File: config.mk
export PLATFORM = sky130hd
export DESIGN_NAME = load_store_unit_flat
export DESIGN_NICKNAME = d
export VERILOG_FILES = /design/src/rtl/load_store_unit_if.sv /design/src/rtl/load_store_unit.sv /design/src/flat_wrapper.sv
export SDC_FILE = /design/constraint.sdc
export NUM_CORES = 1
export LEC_CHECK = 0
export ABC_AREA = 1
export ABC_CLOCK_PERIOD_IN_PS = 1780
export CORE_MARGIN = 2
export CORE_UTILIZATION = 55
export CTS_BUF_LIST = sky130_fd_sc_hd__clkbuf_8
export DETAILED_ROUTE_END_ITERATION = 6
export DONT_BUFFER_PORTS = 1
export PLACE_DENSITY = 0.7
export SLEW_MARGIN = 10
export SYNTH_ARGS = -nofsm -noshare
export SYNTH_HDL_FRONTEND = slang
export SYNTH_SLANG_ARGS = --single-unit
File: constraint.sdc
create_clock -name clk -period 1.78 [get_ports clk]
set_clock_uncertainty 0.05 [all_clocks]
set_input_delay 0.178 -clock clk [delete_from_list [all_inputs] [get_ports clk]]
set_output_delay 0.178 -clock clk [all_outputs]
set_load 0.02 [all_outputs]
File: src/rtl/load_store_unit_if.sv
// Request/response handshake and BRAM port bundle between the control unit,
// the load/store unit and the data memory.
interface load_store_unit_if #(
  parameter int ADDR_WIDTH = 13,
  parameter int BUS_WIDTH  = 32
);
  logic                  req_valid;
  logic                  req_ready;
  logic                  req_we;
  logic [2:0]            req_funct3;
  logic [31:0]           req_addr;
  logic [BUS_WIDTH-1:0]  req_wdata;
  logic                  rsp_valid;
  logic [BUS_WIDTH-1:0]  rsp_rdata;
  logic                  rsp_err;
  logic [ADDR_WIDTH-1:0] mem_addr;
  logic [3:0]            mem_we;
  logic [BUS_WIDTH-1:0]  mem_wdata;
  logic [BUS_WIDTH-1:0]  mem_rdata;

  // Control unit and memory side.
  modport master (
    output req_valid, req_we, req_funct3, req_addr, req_wdata, mem_rdata,
    input  req_ready, rsp_valid, rsp_rdata, rsp_err, mem_addr, mem_we, mem_wdata
  );

  // Load/store unit side.
  modport slave (
    input  req_valid, req_we, req_funct3, req_addr, req_wdata, mem_rdata,
    output req_ready, rsp_valid, rsp_rdata, rsp_err, mem_addr, mem_we, mem_wdata
  );
endinterface

File: src/rtl/load_store_unit.sv
// OTTER data-memory initiator: byte-lane stores, extended loads, and splitting of
// word-crossing misaligned accesses into two BRAM accesses.
module load_store_unit #(
  parameter int ADDR_WIDTH = 13,
  parameter int BUS_WIDTH  = 32
) (
  input  logic              clk,
  input  logic              rst_n,
  load_store_unit_if.slave  bus
);

  typedef enum logic [2:0] {IDLE, LD_A, LD_B, LD_W, ST_A, ST_B} state_t;

  state_t                r_state;
  logic [ADDR_WIDTH-1:0] r_mem_addr;
  logic [3:0]            r_mem_we;
  logic [BUS_WIDTH-1:0]  r_mem_wdata;
  logic                  r_rsp_valid;
  logic                  r_rsp_err;
  logic [BUS_WIDTH-1:0]  r_rsp_rdata;
  logic [1:0]            r_off;
  logic [2:0]            r_funct3;
  logic                  r_split;
  logic [3:0]            r_hi_we;
  logic [BUS_WIDTH-1:0]  r_hi_wdata;
  logic [BUS_WIDTH-1:0]  r_lo_word;

  logic                  w_ready;
  logic                  w_accept;
  logic [1:0]            w_off;
  logic [2:0]            w_size;
  logic [3:0]            w_size_mask;
  logic [31:0]           w_byte_mask;
  logic                  w_split;
  logic                  w_illegal;
  logic [ADDR_WIDTH-1:0] w_word;
  logic [7:0]            w_lane_mask;
  logic [63:0]           w_lane_data;
  logic [31:0]           w_lo_word;
  logic [31:0]           w_hi_word;
  logic [31:0]           w_merged;
  logic [31:0]           w_load_data;
  logic                  w_unused;

  assign w_ready  = (r_state == IDLE) && rst_n;
  assign w_accept = bus.req_valid && w_ready;

  // NOTE: every always_comb output gets a default first so no path can infer a latch.
  always_comb begin
    w_size      = 3'd4;
    w_size_mask = 4'b1111;
    w_byte_mask = 32'hFFFF_FFFF;
    case (bus.req_funct3[1:0])
      2'b00: begin
        w_size      = 3'd1;
        w_size_mask = 4'b0001;
        w_byte_mask = 32'h0000_00FF;
      end
      2'b01: begin
        w_size      = 3'd2;
        w_size_mask = 4'b0011;
        w_byte_mask = 32'h0000_FFFF;
      end
      default: ;
    endcase
    if (bus.req_we)
      w_illegal = bus.req_funct3[2] || (bus.req_funct3[1:0] == 2'b11);
    else
      w_illegal = (bus.req_funct3[1:0] == 2'b11) || (bus.req_funct3 == 3'b110);
  end

  assign w_off       = bus.req_addr[1:0];
  assign w_split     = ({1'b0, w_off} + w_size) > 3'd4;
  assign w_word      = bus.req_addr[ADDR_WIDTH+1:2];
  assign w_lane_mask = {4'b0000, w_size_mask} << w_off;
  assign w_lane_data = {32'h0, bus.req_wdata & w_byte_mask} << {w_off, 3'b000};

  // Aligned loads take every byte from the single word just read.
  assign w_lo_word = r_split ? r_lo_word : bus.mem_rdata;
  assign w_hi_word = r_split ? bus.mem_rdata : 32'h0;
  assign w_merged  = 32'({w_hi_word, w_lo_word} >> {r_off, 3'b000});

  always_comb begin
    case (r_funct3)
      3'b000:  w_load_data = {{24{w_merged[7]}}, w_merged[7:0]};
      3'b001:  w_load_data = {{16{w_merged[15]}}, w_merged[15:0]};
      3'b100:  w_load_data = {24'h0, w_merged[7:0]};
      3'b101:  w_load_data = {16'h0, w_merged[15:0]};
      default: w_load_data = w_merged;
    endcase
  end

  // NOTE: sequential state uses non-blocking assignments so all registers update together.
  always_ff @(posedge clk or negedge rst_n) begin
    if (!rst_n) begin
      r_state     <= IDLE;
      r_mem_addr  <= '0;
      r_mem_we    <= '0;
      r_mem_wdata <= '0;
      r_rsp_valid <= 1'b0;
      r_rsp_err   <= 1'b0;
      r_rsp_rdata <= '0;
      r_off       <= '0;
      r_funct3    <= '0;
      r_split     <= 1'b0;
      r_hi_we     <= '0;
      r_hi_wdata  <= '0;
      r_lo_word   <= '0;
    end else begin
      r_rsp_valid <= 1'b0;
      case (r_state)
        IDLE: begin
          if (w_accept) begin
            r_mem_addr <= w_word;
            r_off      <= w_off;
            r_funct3   <= bus.req_funct3;
            r_split    <= w_split;
            r_hi_we    <= w_lane_mask[7:4];
            r_hi_wdata <= w_lane_data[63:32];
            if (w_illegal) begin
              r_rsp_valid <= 1'b1;
              r_rsp_err   <= 1'b1;
              r_rsp_rdata <= '0;
            end else if (bus.req_we) begin
              r_mem_we    <= w_lane_mask[3:0];
              r_mem_wdata <= w_lane_data[31:0];
              r_state     <= ST_A;
            end else begin
              r_state <= LD_A;
            end
          end
        end
        LD_A: begin
          if (r_split) begin
            r_mem_addr <= r_mem_addr + {{(ADDR_WIDTH-1){1'b0}}, 1'b1};
            r_state    <= LD_B;
          end else begin
            r_state <= LD_W;
          end
        end
        LD_B: begin
          r_lo_word <= bus.mem_rdata;
          r_state   <= LD_W;
        end
        LD_W: begin
          r_rsp_rdata <= w_load_data;
          r_rsp_valid <= 1'b1;
          r_rsp_err   <= 1'b0;
          r_state     <= IDLE;
        end
        ST_A: begin
          if (r_split) begin
            r_mem_addr  <= r_mem_addr + {{(ADDR_WIDTH-1){1'b0}}, 1'b1};
            r_mem_we    <= r_hi_we;
            r_mem_wdata <= r_hi_wdata;
            r_state     <= ST_B;
          end else begin
            r_mem_we    <= '0;
            r_rsp_valid <= 1'b1;
            r_rsp_err   <= 1'b0;
            r_rsp_rdata <= '0;
            r_state     <= IDLE;
          end
        end
        ST_B: begin
          r_mem_we    <= '0;
          r_rsp_valid <= 1'b1;
          r_rsp_err   <= 1'b0;
          r_rsp_rdata <= '0;
          r_state     <= IDLE;
        end
        default: r_state <= IDLE;
      endcase
    end
  end

  assign bus.req_ready = w_ready;
  assign bus.rsp_valid = r_rsp_valid;
  assign bus.rsp_err   = r_rsp_err;
  assign bus.rsp_rdata = r_rsp_rdata;
  assign bus.mem_addr  = r_mem_addr;
  assign bus.mem_we    = r_mem_we;
  assign bus.mem_wdata = r_mem_wdata;

  // Byte-address bits above the BRAM word range alias and are ignored.
  assign w_unused = &{1'b0, bus.req_addr[31:ADDR_WIDTH+2]};

endmodule

File: src/flat_wrapper.sv
// flat-port wrapper written by rule: the top's interface ports become plain ports
module load_store_unit_flat 
#(
  parameter int ADDR_WIDTH = 13,
  parameter int BUS_WIDTH  = 32
)
  (clk, rst_n, bus_req_valid, bus_req_we, bus_req_funct3, bus_req_addr, bus_req_wdata, bus_mem_rdata, bus_req_ready, bus_rsp_valid, bus_rsp_rdata, bus_rsp_err, bus_mem_addr, bus_mem_we, bus_mem_wdata);
  load_store_unit_if #(.ADDR_WIDTH(ADDR_WIDTH), .BUS_WIDTH(BUS_WIDTH)) bus_i ();
  input  logic clk;
  input  logic rst_n;
  input wire logic [$bits(bus_i.req_valid)-1:0] bus_req_valid;
  input wire logic [$bits(bus_i.req_we)-1:0] bus_req_we;
  input wire logic [$bits(bus_i.req_funct3)-1:0] bus_req_funct3;
  input wire logic [$bits(bus_i.req_addr)-1:0] bus_req_addr;
  input wire logic [$bits(bus_i.req_wdata)-1:0] bus_req_wdata;
  input wire logic [$bits(bus_i.mem_rdata)-1:0] bus_mem_rdata;
  output wire logic [$bits(bus_i.req_ready)-1:0] bus_req_ready;
  output wire logic [$bits(bus_i.rsp_valid)-1:0] bus_rsp_valid;
  output wire logic [$bits(bus_i.rsp_rdata)-1:0] bus_rsp_rdata;
  output wire logic [$bits(bus_i.rsp_err)-1:0] bus_rsp_err;
  output wire logic [$bits(bus_i.mem_addr)-1:0] bus_mem_addr;
  output wire logic [$bits(bus_i.mem_we)-1:0] bus_mem_we;
  output wire logic [$bits(bus_i.mem_wdata)-1:0] bus_mem_wdata;
  assign bus_i.req_valid = bus_req_valid;
  assign bus_i.req_we = bus_req_we;
  assign bus_i.req_funct3 = bus_req_funct3;
  assign bus_i.req_addr = bus_req_addr;
  assign bus_i.req_wdata = bus_req_wdata;
  assign bus_i.mem_rdata = bus_mem_rdata;
  assign bus_req_ready = bus_i.req_ready;
  assign bus_rsp_valid = bus_i.rsp_valid;
  assign bus_rsp_rdata = bus_i.rsp_rdata;
  assign bus_rsp_err = bus_i.rsp_err;
  assign bus_mem_addr = bus_i.mem_addr;
  assign bus_mem_we = bus_i.mem_we;
  assign bus_mem_wdata = bus_i.mem_wdata;
  load_store_unit #(.ADDR_WIDTH(ADDR_WIDTH), .BUS_WIDTH(BUS_WIDTH)) u_core (.clk(clk), .rst_n(rst_n), .bus(bus_i));
endmodule
==> results.py <==
metrics = {
    "sta": {
        "setup_tns_ns": -0.873,
        "setup_viol": 29,
        "slew_headroom_pct": 47.4,
        "min_period_ns": 1.86,
        "timing.final.crit_share_pct": 104,
        "rsz0062_at_grt": "true",
        "hold_viol_final": 151,
        "fin_ws_ns": -0.0789,
        "whs_ns": -0.659,
        "max_freq_mhz": 538,
        "worst_pin_slew_ns": 0.781,
        "slew_viol_final": 0,
    },
    "worst_setup_path": {
        "cp_max_fo": 12,
        "ff2ff_path_depth": 9,
        "crit_slowest_cell": "dfrtp_2",
        "r2r_slack_ns": -0.08,
        "worstPathCellList": "nor2_4 -> nand2_4 -> nor2_4 -> nand2_4 -> a21oi_4 -> nand2_8 -> clkbuf_16 -> nand2_1 -> o21ai_2",
        "cp-start-kind": "flop",
        "reg2reg_to": "u_core.bus.mem_wdata[9]$_DFFE_PN0P_",
        "cpPeakStageDelay_ns": 0.45,
        "path_class": "flop to flop",
        "worst_setup_path_end_kind": "flop",
        "cp.required_ns": 2.09,
        "rr_startpoint": "u_core.r_state[0]$_DFFE_PN0P_",
        "arrival_ns": 2.17,
    },
    "detailed_routing": {
        "viasPerCell": 5.79,
        "vias": 8639,
        "drt-initial-drc-count": 1121,
        "drc": 0,
        "finalWirelength_um": 27200,
        "wl_per_cell_um": 18.2,
        "drt_pass1_iterations": 6,
        "final_antenna_net_count": 0,
    },
    "global_route": {
        "grt_pass1_wl_um": 41300,
        "grt_pass1_vias": 8070,
        "antenna_found_initial": 0,
        "grt.overflow.total": 0,
        "grt_max_degree": 153,
        "grt_use_total_pct": 31.9,
    },
    "synthesis": {
        "syn_inst": 1176,
        "syn_nets": 1282,
        "synth_area_um2": 8520,
        "synth_cell_type_count": 42,
        "syn_avg_cell_area_um2": 7.24,
        "synth_seq_cells": 151,
        "seq_area_frac_synth_pct": 44.4,
        "synth_warnings": 0,
    },
    "placement": {
        "place_area_um2": 8980,
        "dp_hpwl_um": 17300,
        "port_buffers": 0,
        "place_congestion": 0.925,
    },
    "min_path": {
        "hp-class": "input port to asynchronous set/reset pin",
    },
    "floorplanning": {
        "dieHeight_um": 128,
        "initial_utilization_pct": 56.2,
        "io_pins": 187,
        "rows": 45,
        "core_um2": 15100,
        "die-area_um2": 16500,
        "dieWidth_um": 128,
    },
    "clock_tree": {
        "clock_sinks": 151,
        "root_buffer": "clkbuf_8",
        "clk_latency_ns": 0.47,
        "cts_hold_buffers": 82,
        "clkSlewWorstSetupHoldPaths_ns": 0.10,
        "cts.path.max_buffers": 2,
        "cts.htree.levels": 4,
        "numCtsBuffers": 17,
        "cts_tree": "built",
    },
    "flow_run": {
        "timing.max_cap.violations": 0,
    },
    "status": {
        "violations": "negative hold slack, negative setup slack",
        "status": "complete, but fails checks",
    },
    "power_and_ir_drop": {
        "fin_total_pwr_w": 0.0190,
        "ir_drop_mv": 1.09,
        "pwr_density_cell_nw_per_um2": 1780,
        "p_leak_nw": 5.30,
    },
    "final_layout": {
        "fin_nets": 1396,
        "layout-drive-gt1-share_pct": 14.9,
        "area_delta_synth_final_pct": 25.4,
        "diodes": 0,
        "finalInstanceArea_um2": 10700,
    },
}
## registers in the layout (all words and copies together), names as in the netlist
signal                cells
u_core.bus.mem_wdata     32
u_core.bus.rsp_rdata     32
u_core.r_lo_word         32
u_core.r_hi_wdata        24
u_core.bus.mem_addr      13
u_core.bus.mem_we         4
u_core.r_funct3           3
u_core.r_hi_we            3
u_core.r_state            3
u_core.r_off              2
u_core.bus.rsp_err        1
u_core.bus.rsp_valid      1
u_core.r_split            1
## worst max-delay path, delay by kind of cell (launching register included)
| kind | cells | cell delay (ns) |
|---|---|---|
| flops | 1 | 0.45 |
| compound gates | 2 | 0.29 |
| buf+inv | 1 | 0.21 |
| simple gates | 6 | 0.76 |
## worst max-delay path by stage
| stage | from | end | slack [ns] | cells after the start |
|---|---|---|---|---|
| 2_1_floorplan | bus_req_addr[1] | u_core.r_split$_DFFE_PN0P_ | 0.009 | 7 |
| 3_3_place_gp | u_core.r_state[1]$_DFFE_PN0P_ | u_core.bus.mem_wdata[23]$_DFFE_PN0P_ | 0.03 | 9 |
| 3_5_place_dp | u_core.r_state[1]$_DFFE_PN0P_ | u_core.bus.rsp_rdata[10]$_DFFE_PN0P_ | -0.005 | 10 |
| 4_1_cts | u_core.r_split$_DFFE_PN0P_ | u_core.bus.rsp_rdata[24]$_DFFE_PN0P_ | 0.004 | 9 |
| 5_1_grt | u_core.r_state[0]$_DFFE_PN0P_ | u_core.bus.mem_wdata[9]$_DFFE_PN0P_ | -0.12 | 9 |
| 6_report | u_core.r_state[0]$_DFFE_PN0P_ | u_core.bus.mem_wdata[9]$_DFFE_PN0P_ | -0.08 | 9 |
## layout make-up
class,count,area (um2)
clock inverters,15,165
fillers,1258,4460
inverters,88,348
clock buffers,17,234
flip-flops and latches,151,3780
repair buffers,167,1720
well taps,188,235
multi-input cells,865,4200
## kinds of logic (layout without fill, tap and decap cells)
family | after synthesis | in the layout | synth area share, %
AND/OR/NAND/NOR | 592 | 592 | 28.5
flip-flops | 151 | 151 | 44.4
XOR/XNOR | 6 | 6 | 0.617
multiplexers | 4 | 4 | 0.470
buffers and inverters | 160 | 287 | 8.25
AO/OA/AOI/OAI | 260 | 260 | 17.2
adder cells (fa/ha/maj) | 3 | 3 | 0.529
## placed cells by master (no fill, tap or decap), types with 4 or more instances in the layout
master         instances
nor2_1                42
inv_2                  4
clkbuf_8              17
inv_4                  5
nand2_1              401
xor2_1                 4
o21ai_0              119
dlygate4sd3_1         80
o211ai_1              17
clkbuf_16              5
o21ai_1               38
o221ai_1               6
o21ai_2               13
a21oi_1               34
nor3_1                 7
dfrtp_1              148
o22ai_1               15
buf_6                  9
inv_6                  8
a22oi_1                8
or2_2                  6
mux2i_1                4
buf_12                10
nand2_2               23
inv_1                 77
buf_4                 58
nand2_4                7
nand3_1               92
## where the power goes
group          internal, W  switching (W)  total [W]
combinational      0.00385        0.00576    0.00961
clock              0.00128        0.00146    0.00274
sequential         0.00485        0.00184    0.00669
total              0.00998        0.00906     0.0190
## Yosys cell counts, drive strengths merged
master | count | share of area [%]
nand2 | 432 | 19
o21ai | 171 | 10
dfrtp | 151 | 44
nand3 | 94 | 5.6
inv | 87 | 3.9
nor2 | 48 | 2.4
buf | 42 | 3.0
a21oi | 36 | 2.2
clkbuf | 30 | 1.3
o211ai | 17 | 1.5
o22ai | 15 | 1.1
nor3 | 9 | 0.59
a22oi | 8 | 0.71
o221ai | 6 | 0.62
or2 | 6 | 0.44
mux2i | 4 | 0.47
xor2 | 4 | 0.41
o31ai | 3 | 0.26
ha | 2 | 0.29
xnor2 | 2 | 0.21
a21boi | 1 | 0.088
a31oi | 1 | 0.073
a32oi | 1 | 0.10
and2 | 1 | 0.073
clkinv | 1 | 0.044
fa | 1 | 0.24
nand3b | 1 | 0.088
nand4 | 1 | 0.073
o32ai | 1 | 0.10
## routing by layer
layer	up-vias	wire (um)	track usage (%)
met5	-	0	0
met4	0	605	10.5
met3	75	3340	10.5
met2	549	11400	45.1
met1	3926	11800	46.4
li1	4089	-	-
## through the flow
stage | util, % | std cells | setup slack [ns]
after floorplan | - | 1176 | 0.00929
after global placement | 59.3 | 1356 | 0.0313
after detailed placement | 59.3 | 1356 | -0.00512
after CTS | 67.5 | 1473 | 0.00378
after global routing | 70.5 | 1491 | -0.120
final | 70.5 | 1491 | -0.0789
## timing repair
action,4_1_cts,5_1_grt
setup buffers,3,8
cloned,0,10
pin swaps,0,13
resized for setup,2,93
hold endpoints to repair,243,151
setup endpoints to repair,43,90
No activity file was read; power rests on OpenSTA's default activity.
